## src/rtl/exc_code_encoder.sv

```systemverilog
// Exception-code producer: turns CPU event pulses into held 4-bit codes for the mode controller.
// Optional build macro EXC_STATS_EN adds exc_cnt_o, a saturating count of acknowledged codes.
module exc_code_encoder #(
  parameter int          FIFO_DEPTH  = 4,
  parameter int          TIMEOUT_CYC = 16,
  parameter logic [31:0] ECALL_EXIT  = 32'd10,
  parameter logic [31:0] ECALL_UART  = 32'd50
) (
  input  logic        clk_i,
  input  logic        rst_i,
  input  logic        illegal_instr_i,
  input  logic        mem_fault_i,
  input  logic        ecall_i,
  input  logic [31:0] ecall_num_i,
  input  logic        uart_done_i,
  input  logic        resume_i,
  input  logic [3:0]  mode_i,
  output logic [3:0]  exc_code_o,
  output logic        busy_o,
  output logic        overflow_o,
  output logic        timeout_o
`ifdef EXC_STATS_EN
  ,
  output logic [15:0] exc_cnt_o
`endif
);

  localparam int PW = $clog2(FIFO_DEPTH);
  localparam int CW = PW + 1;
  localparam int TW = $clog2(TIMEOUT_CYC) + 1;
  localparam logic [PW-1:0] PTR_ONE = PW'(1);
  localparam logic [CW-1:0] CNT_ONE = CW'(1);
  localparam logic [CW-1:0] CNT_FULL = CW'(FIFO_DEPTH);
  localparam logic [TW-1:0] TMR_LAST = TW'(TIMEOUT_CYC - 1);
  localparam logic [3:0] MODE_ERROR = 4'd2;

  typedef enum logic [1:0] {
    ST_IDLE    = 2'd0,
    ST_DRIVE   = 2'd1,
    ST_RELEASE = 2'd2
  } state_t;

  state_t state_r, state_nxt_s;

  logic [7:0]    mem_r [FIFO_DEPTH];
  logic [PW-1:0] rd_ptr_r, wr_ptr_r;
  logic [CW-1:0] count_r, count_nxt_s;
  logic [3:0]    code_r, tgt_r;
  logic [TW-1:0] timer_r;

  logic          ev_valid_s, ev_fault_s;
  logic [7:0]    ev_entry_s;
  logic          pop_s, full_s, push_s, drop_s;
  logic [7:0]    head_s;
  logic          ack_s, timeout_set_s;
  logic [3:0]    exc_code_nxt_s;
  logic          busy_nxt_s;

  logic [3:0]    exc_code_r;
  logic          busy_r, overflow_r, timeout_r;

  // Priority event decode; an unmapped ecall number does not mask lower events
  always_comb begin
    ev_valid_s = 1'b1;
    ev_fault_s = 1'b0;
    ev_entry_s = 8'h00;
    if (mem_fault_i || illegal_instr_i) begin
      ev_fault_s = 1'b1;
      ev_entry_s = {4'd2, 4'd2};
    end else if (ecall_i && (ecall_num_i == ECALL_EXIT)) begin
      ev_entry_s = {4'd4, 4'd4};
    end else if (ecall_i && (ecall_num_i == ECALL_UART)) begin
      ev_entry_s = {4'd5, 4'd6};
    end else if (uart_done_i) begin
      ev_entry_s = {4'd6, 4'd5};
    end else if (resume_i) begin
      ev_entry_s = {4'd1, 4'd5};
    end else begin
      ev_valid_s = 1'b0;
    end
  end

  assign head_s = mem_r[rd_ptr_r];
  assign pop_s  = (state_r == ST_IDLE) && (count_r != {CW{1'b0}});
  // A pop in the same cycle frees a slot, so a full FIFO can still accept
  assign full_s = (count_r == CNT_FULL) && !pop_s;
  assign push_s = ev_valid_s && !ev_fault_s && !full_s;
  assign drop_s = ev_valid_s && !ev_fault_s && full_s;

  // Occupancy after this edge; a fault leaves exactly itself queued
  always_comb begin
    count_nxt_s = count_r;
    if (ev_valid_s && ev_fault_s) begin
      count_nxt_s = CNT_ONE;
    end else begin
      case ({push_s, pop_s})
        2'b10:   count_nxt_s = count_r + CNT_ONE;
        2'b01:   count_nxt_s = count_r - CNT_ONE;
        default: count_nxt_s = count_r;
      endcase
    end
  end

  // FIFO storage, pointers and sticky overflow
  always_ff @(posedge clk_i or posedge rst_i) begin
    if (rst_i) begin
      for (int i = 0; i < FIFO_DEPTH; i++) mem_r[i] <= 8'h00;
      rd_ptr_r   <= {PW{1'b0}};
      wr_ptr_r   <= {PW{1'b0}};
      count_r    <= {CW{1'b0}};
      overflow_r <= 1'b0;
    end else begin
      count_r <= count_nxt_s;
      if ((ev_valid_s && ev_fault_s) || push_s) begin
        mem_r[wr_ptr_r] <= ev_entry_s;
      end
      if (ev_valid_s && ev_fault_s) begin
        rd_ptr_r <= wr_ptr_r;
        wr_ptr_r <= wr_ptr_r + PTR_ONE;
      end else begin
        if (push_s) wr_ptr_r <= wr_ptr_r + PTR_ONE;
        if (pop_s) rd_ptr_r <= rd_ptr_r + PTR_ONE;
      end
      if (drop_s) overflow_r <= 1'b1;
    end
  end

  // State register
  always_ff @(posedge clk_i or posedge rst_i) begin
    if (rst_i) begin
      state_r <= ST_IDLE;
    end else begin
      state_r <= state_nxt_s;
    end
  end

  // Next state: acknowledge beats error-mode abandon, which beats timeout
  always_comb begin
    state_nxt_s   = state_r;
    ack_s         = 1'b0;
    timeout_set_s = 1'b0;
    case (state_r)
      ST_IDLE: begin
        if (pop_s) state_nxt_s = ST_DRIVE;
        else       state_nxt_s = ST_IDLE;
      end
      ST_DRIVE: begin
        if (mode_i == tgt_r) begin
          ack_s       = 1'b1;
          state_nxt_s = ST_RELEASE;
        end else if ((mode_i == MODE_ERROR) && (code_r != 4'd2)) begin
          state_nxt_s = ST_RELEASE;
        end else if (timer_r == TMR_LAST) begin
          timeout_set_s = 1'b1;
          state_nxt_s   = ST_RELEASE;
        end else begin
          state_nxt_s = ST_DRIVE;
        end
      end
      ST_RELEASE: state_nxt_s = ST_IDLE;
      default:    state_nxt_s = ST_IDLE;
    endcase
  end

  // Output decode, computed one cycle ahead so the outputs come straight from flops
  always_comb begin
    exc_code_nxt_s = 4'd0;
    if (state_nxt_s == ST_DRIVE) begin
      if (pop_s) exc_code_nxt_s = head_s[7:4];
      else       exc_code_nxt_s = code_r;
    end else begin
      exc_code_nxt_s = 4'd0;
    end
    busy_nxt_s = (state_nxt_s != ST_IDLE) || (count_nxt_s != {CW{1'b0}});
  end

  // In-flight code, hold timer and registered outputs
  always_ff @(posedge clk_i or posedge rst_i) begin
    if (rst_i) begin
      code_r     <= 4'd0;
      tgt_r      <= 4'd0;
      timer_r    <= {TW{1'b0}};
      exc_code_r <= 4'd0;
      busy_r     <= 1'b0;
      timeout_r  <= 1'b0;
    end else begin
      if (pop_s) begin
        code_r <= head_s[7:4];
        tgt_r  <= head_s[3:0];
      end
      if ((state_r == ST_DRIVE) && (state_nxt_s == ST_DRIVE)) timer_r <= timer_r + TW'(1);
      else                                                     timer_r <= {TW{1'b0}};
      exc_code_r <= exc_code_nxt_s;
      busy_r     <= busy_nxt_s;
      if (timeout_set_s) timeout_r <= 1'b1;
    end
  end

`ifdef EXC_STATS_EN
  logic [15:0] exc_cnt_r;

  // Saturating count of acknowledged codes
  always_ff @(posedge clk_i or posedge rst_i) begin
    if (rst_i) begin
      exc_cnt_r <= 16'h0000;
    end else if (ack_s && (exc_cnt_r != 16'hFFFF)) begin
      exc_cnt_r <= exc_cnt_r + 16'h0001;
    end
  end

  assign exc_cnt_o = exc_cnt_r;
`endif

  assign exc_code_o = exc_code_r;
  assign busy_o     = busy_r;
  assign overflow_o = overflow_r;
  assign timeout_o  = timeout_r;

endmodule
```

## config.mk

```make
export PLATFORM = sky130hd
export DESIGN_NAME = exc_code_encoder
export DESIGN_NICKNAME = d
export VERILOG_FILES = /design/src/rtl/exc_code_encoder.sv
export SDC_FILE = /design/constraint.sdc
export NUM_CORES = 1
export LEC_CHECK = 0
export BUFFER_PORTS_ARGS = -buffer_cell sky130_fd_sc_hd__buf_2
export CAP_MARGIN = 20
export CORE_UTILIZATION = 50
export CTS_BUF_LIST = sky130_fd_sc_hd__clkbuf_16
export DETAILED_ROUTE_END_ITERATION = 16
export GPL_TIMING_DRIVEN = 0
export PLACE_DENSITY = 0.73
export RECOVER_POWER = 50
export SKIP_LAST_GASP = 1
export SYNTH_ARGS = -nofsm -noshare
export SYNTH_HDL_FRONTEND = slang
export SYNTH_SLANG_ARGS = --single-unit
```

## constraint.sdc

```tcl
create_clock -name clk_i -period 2.8 [get_ports clk_i]
set_input_delay 0.14 -clock clk_i [delete_from_list [all_inputs] [get_ports clk_i]]
set_output_delay 0.14 -clock clk_i [all_outputs]
set_load 0.02 [all_outputs]
```

==> key figures <==
Pwr
  • Pint: about 0.0018 W
  • Switching portion of total power: a little over a third
  • Gate power share: 38.7%
  • Leak: between 1 and 1.5 nW
  • Switching power: 0.001041 W
  • Peak supply drop: 0.0005549 V
  • Sequential share of power: 41.0%
  • Pwr dens: between 800 and 900 nW/µm²
  • Clock power frac: 20.3%

Logic synthesis
  • Mapped Cells: 265
  • Synth top area cells: dfrtp_1 47%, nand2_1 5.3%, mux4_2 4.9%
  • Most common cell in the netlist: dfrtp_1
  • Post-synthesis async set-or-reset flop share: 100.0%
  • Synth top cells by count: 52 x dfrtp_1, 39 x nand2_1, 19 x nor2_1
  • Synth Net Count: 315
  • Largest area contributor in the netlist: dfrtp_1
  • Mean Syn Cell Area: 10.37 µm²
  • Post-synthesis sequential element count: 52
  • Share of the synthesized area in the top cell type: 47.34%
  • Main synth FF type: dfrtp_1
  • Distinct cell type count after synthesis: 56
  • Synth Warn #: 0
  • EDFF count, synth: 0
  • Cell Area, Synth: around 2700 µm²
  • Seq/Total Area, Yosys: 47.34%

Layout
  • # diodes: 0
  • Fill count: 438
  • Share of layout cells above drive strength 1: 20.99%
  • Area Overhead vs Synth: 17.43%
  • Nets: 373

Worst hold path
  • HP Class: in -> reg
  • Hold Path Depth: 3

STA
  • Min cycle time layout: 2408 ps
  • Measured slew at the worst slew-check pin: slightly below 1000 ps
  • Final setup TNS: 0 ps
  • Final Hold Fails: 0
  • Period utilization: 86.00%
  • Number of setup violations in the final report: 0
  • Max-slew headroom: around 34%
  • Max Clock Freq: 415.3 MHz
  • Final Skew: about 3.1 ps
  • RSZ-0062 raised after global routing: false
  • Hold_ws: about 130 ps
  • Max-slew violation count: 0

Detailed routing
  • Routed vias: 2236
  • Via-to-Cell Ratio: 5.675
  • Iter 0 DRT Violations: 213
  • DR WL/cell: 15.65 µm
  • Antenna Violating Nets Remaining: 0
  • WL final: 6165 µm
  • Pre-Repair DR Iteration Count: 4
  • Residual DRC count: 0

Clock tree
  • TritonCTS clock tree: done
  • Post-CTS Setup Repair Bufs: 0
  • Clk sinks: 52
  • Inserted Clock Buffers: 5
  • H-tree levels: 2
  • Clk root buf: clkbuf_16
  • Maximum clock insertion buffer count: 2
  • Clock transition at the registers of the reported paths: roughly 60 ps
  • Clk_lat worst skew: 280 ps

Global routing
  • Largest net degree at the start of global routing: 31
  • Initial antenna violation count: 0
  • All-Layer GR Usage: 23.54%
  • Vias in the first global route: 2263
  • Grt total ovfl: 0
  • First-pass GRT wire length: 10780 µm

Worst setup path
  • WP data arrival: 2620 ps
  • Path depth of the worst reg2reg path: 8
  • CP startpoint kind: register
  • Critical Path RT: approximately 3000 ps
  • Crit-path max FO: 10
  • CP Class: reg -> reg
  • Setup crit end kind: register

Floorplan
  • IO Count: 50
  • Core Area: about 5200 µm²
  • Die Height: around 76 µm
  • Die area: 5798 µm²
  • Die W: 76.15 µm
  • Number of core rows: 26
  • Initial Utilization: a little over half

Placement
  • # port buffers: 49
  • Final Wtd Congestion: roughly 0.86
  • DP HPWL: 4573 µm

Job
  • Number of max-cap violations: 0

Run status
  • Status: complete, no violations
-- logic make-up after synthesis --
family,synth area share [%]
xor+xnor,2.868
fa+ha+maj,3.459
simple gates,20.71
compound gates,16.93
flops,47.34
buf+inv,3.004
mux,5.690
-- area by class of cell --
cell class | instances | area, µm² | area share, %
repair buffers | 51 | 251.5 | 7.791
well taps | 70 | 87.58 | 2.713
plain buffers | 11 | 48.80 | 1.512
flip-flops and latches | 52 | 1301 | 40.31
clock buffers | 5 | 125.1 | 3.876
clock inverters | 3 | 15.01 | 0.4651
multi-input cells | 193 | 1365 | 42.29
inverters | 9 | 33.78 | 1.047
-- power by group through the flow --
stage / registers, W / logic, W / clock network [W]
2_1_floorplan: 0.00116 / 0.000837 / 0
3_3_place_gp: 0.00118 / 0.00109 / 0
3_5_place_dp: 0.00119 / 0.00112 / 0
4_1_cts: 0.00118 / 0.00113 / 0.000598
5_1_grt: 0.00122 / 0.00125 / 0.000627
6_report: 0.00118 / 0.00112 / 0.000584
-- per-layer routing --
metal / GRT usage, % / vias up / part of all wire (%)
met1: 33.12 / 1053 / 46
met5: 0 / - / 0
met3: 4.072 / 14 / 5.4
li1: - / 1083 / -
met2: 36.73 / 86 / 46
met4: 8.654 / 0 / 2.5
-- critical path: stages, from the launching register on --
cell and delay [ps]:
dfrtp_1 450, nor3_1 120, nor3_2 530, nand2_1 150, fa_1 430, o21ai_0 100
nor2_1 60, a22oi_1 280, mux2i_1 220
-- placed cells by master, fill, tap and decap left out, types with 2 or more instances in the layout --
master	n
or2_2	3
a2bb2oi_1	4
inv_1	10
dfrtp_1	52
a21oi_1	10
nor2_1	19
nand3_1	5
nor3_1	2
nor4_1	7
ha_1	6
xnor2_1	6
and2_1	2
nand2_1	39
clkbuf_16	5
a22o_1	8
o2111ai_1	2
o21ai_0	8
clkbuf_1	17
nand2b_1	6
nor2b_1	9
o21a_1	4
o221ai_1	4
nand4_1	3
o22a_1	4
buf_2	42
and3_1	2
nor3b_1	2
mux4_2	6
and4_1	2
xor2_1	3
-- repair_timing --
action / CTS / global route
resized for setup: 0 / 0
hold buffers: 1 / 0
endpoints found under the hold margin: 22 / 0
-- through the flow --
stage          util, %  setup slack (ps)  power (W)  instance area, µm²  instances
2_1_floorplan        -             808.3   0.002000                2749        265
3_3_place_gp     59.21             462.7   0.002265                3082        384
3_5_place_dp     59.59             452.6   0.002310                3102        385
4_1_cts          62.48             414.0   0.002909                3252        394
5_1_grt          62.02             238.6   0.003090                3228        394
6_report         62.02             392.1   0.002885                3228        394
-- path summary, 6_finish.rpt --
kind | slack (ps) | to | start
worst max-delay path | 390 | count_r[2]$_DFF_PP0_ | count_r[0]$_DFF_PP0_
worst min-delay path | 130 | count_r[2]$_DFF_PP0_ | mem_fault_i
worst max register to register | 390 | count_r[2]$_DFF_PP0_ | count_r[0]$_DFF_PP0_
worst min register to register | 470 | timeout_o$_DFFE_PP0P_ | timeout_o$_DFFE_PP0P_
max in group asynchronous | 1030 | mem_r[25]$_DFFE_PP0P_ | rst_i
min in group asynchronous | 560 | tgt_r[2]$_DFFE_PP0P_ | rst_i
-- registers in the layout, indices dropped and copies added (netlist names) --
name	flops
mem_r	24
timer_r	5
code_r	4
exc_code_o	4
count_r	3
tgt_r	3
rd_ptr_r	2
state_r	2
wr_ptr_r	2
busy_o	1
overflow_o	1
timeout_o	1
Power figures use the tool's default switching activity.
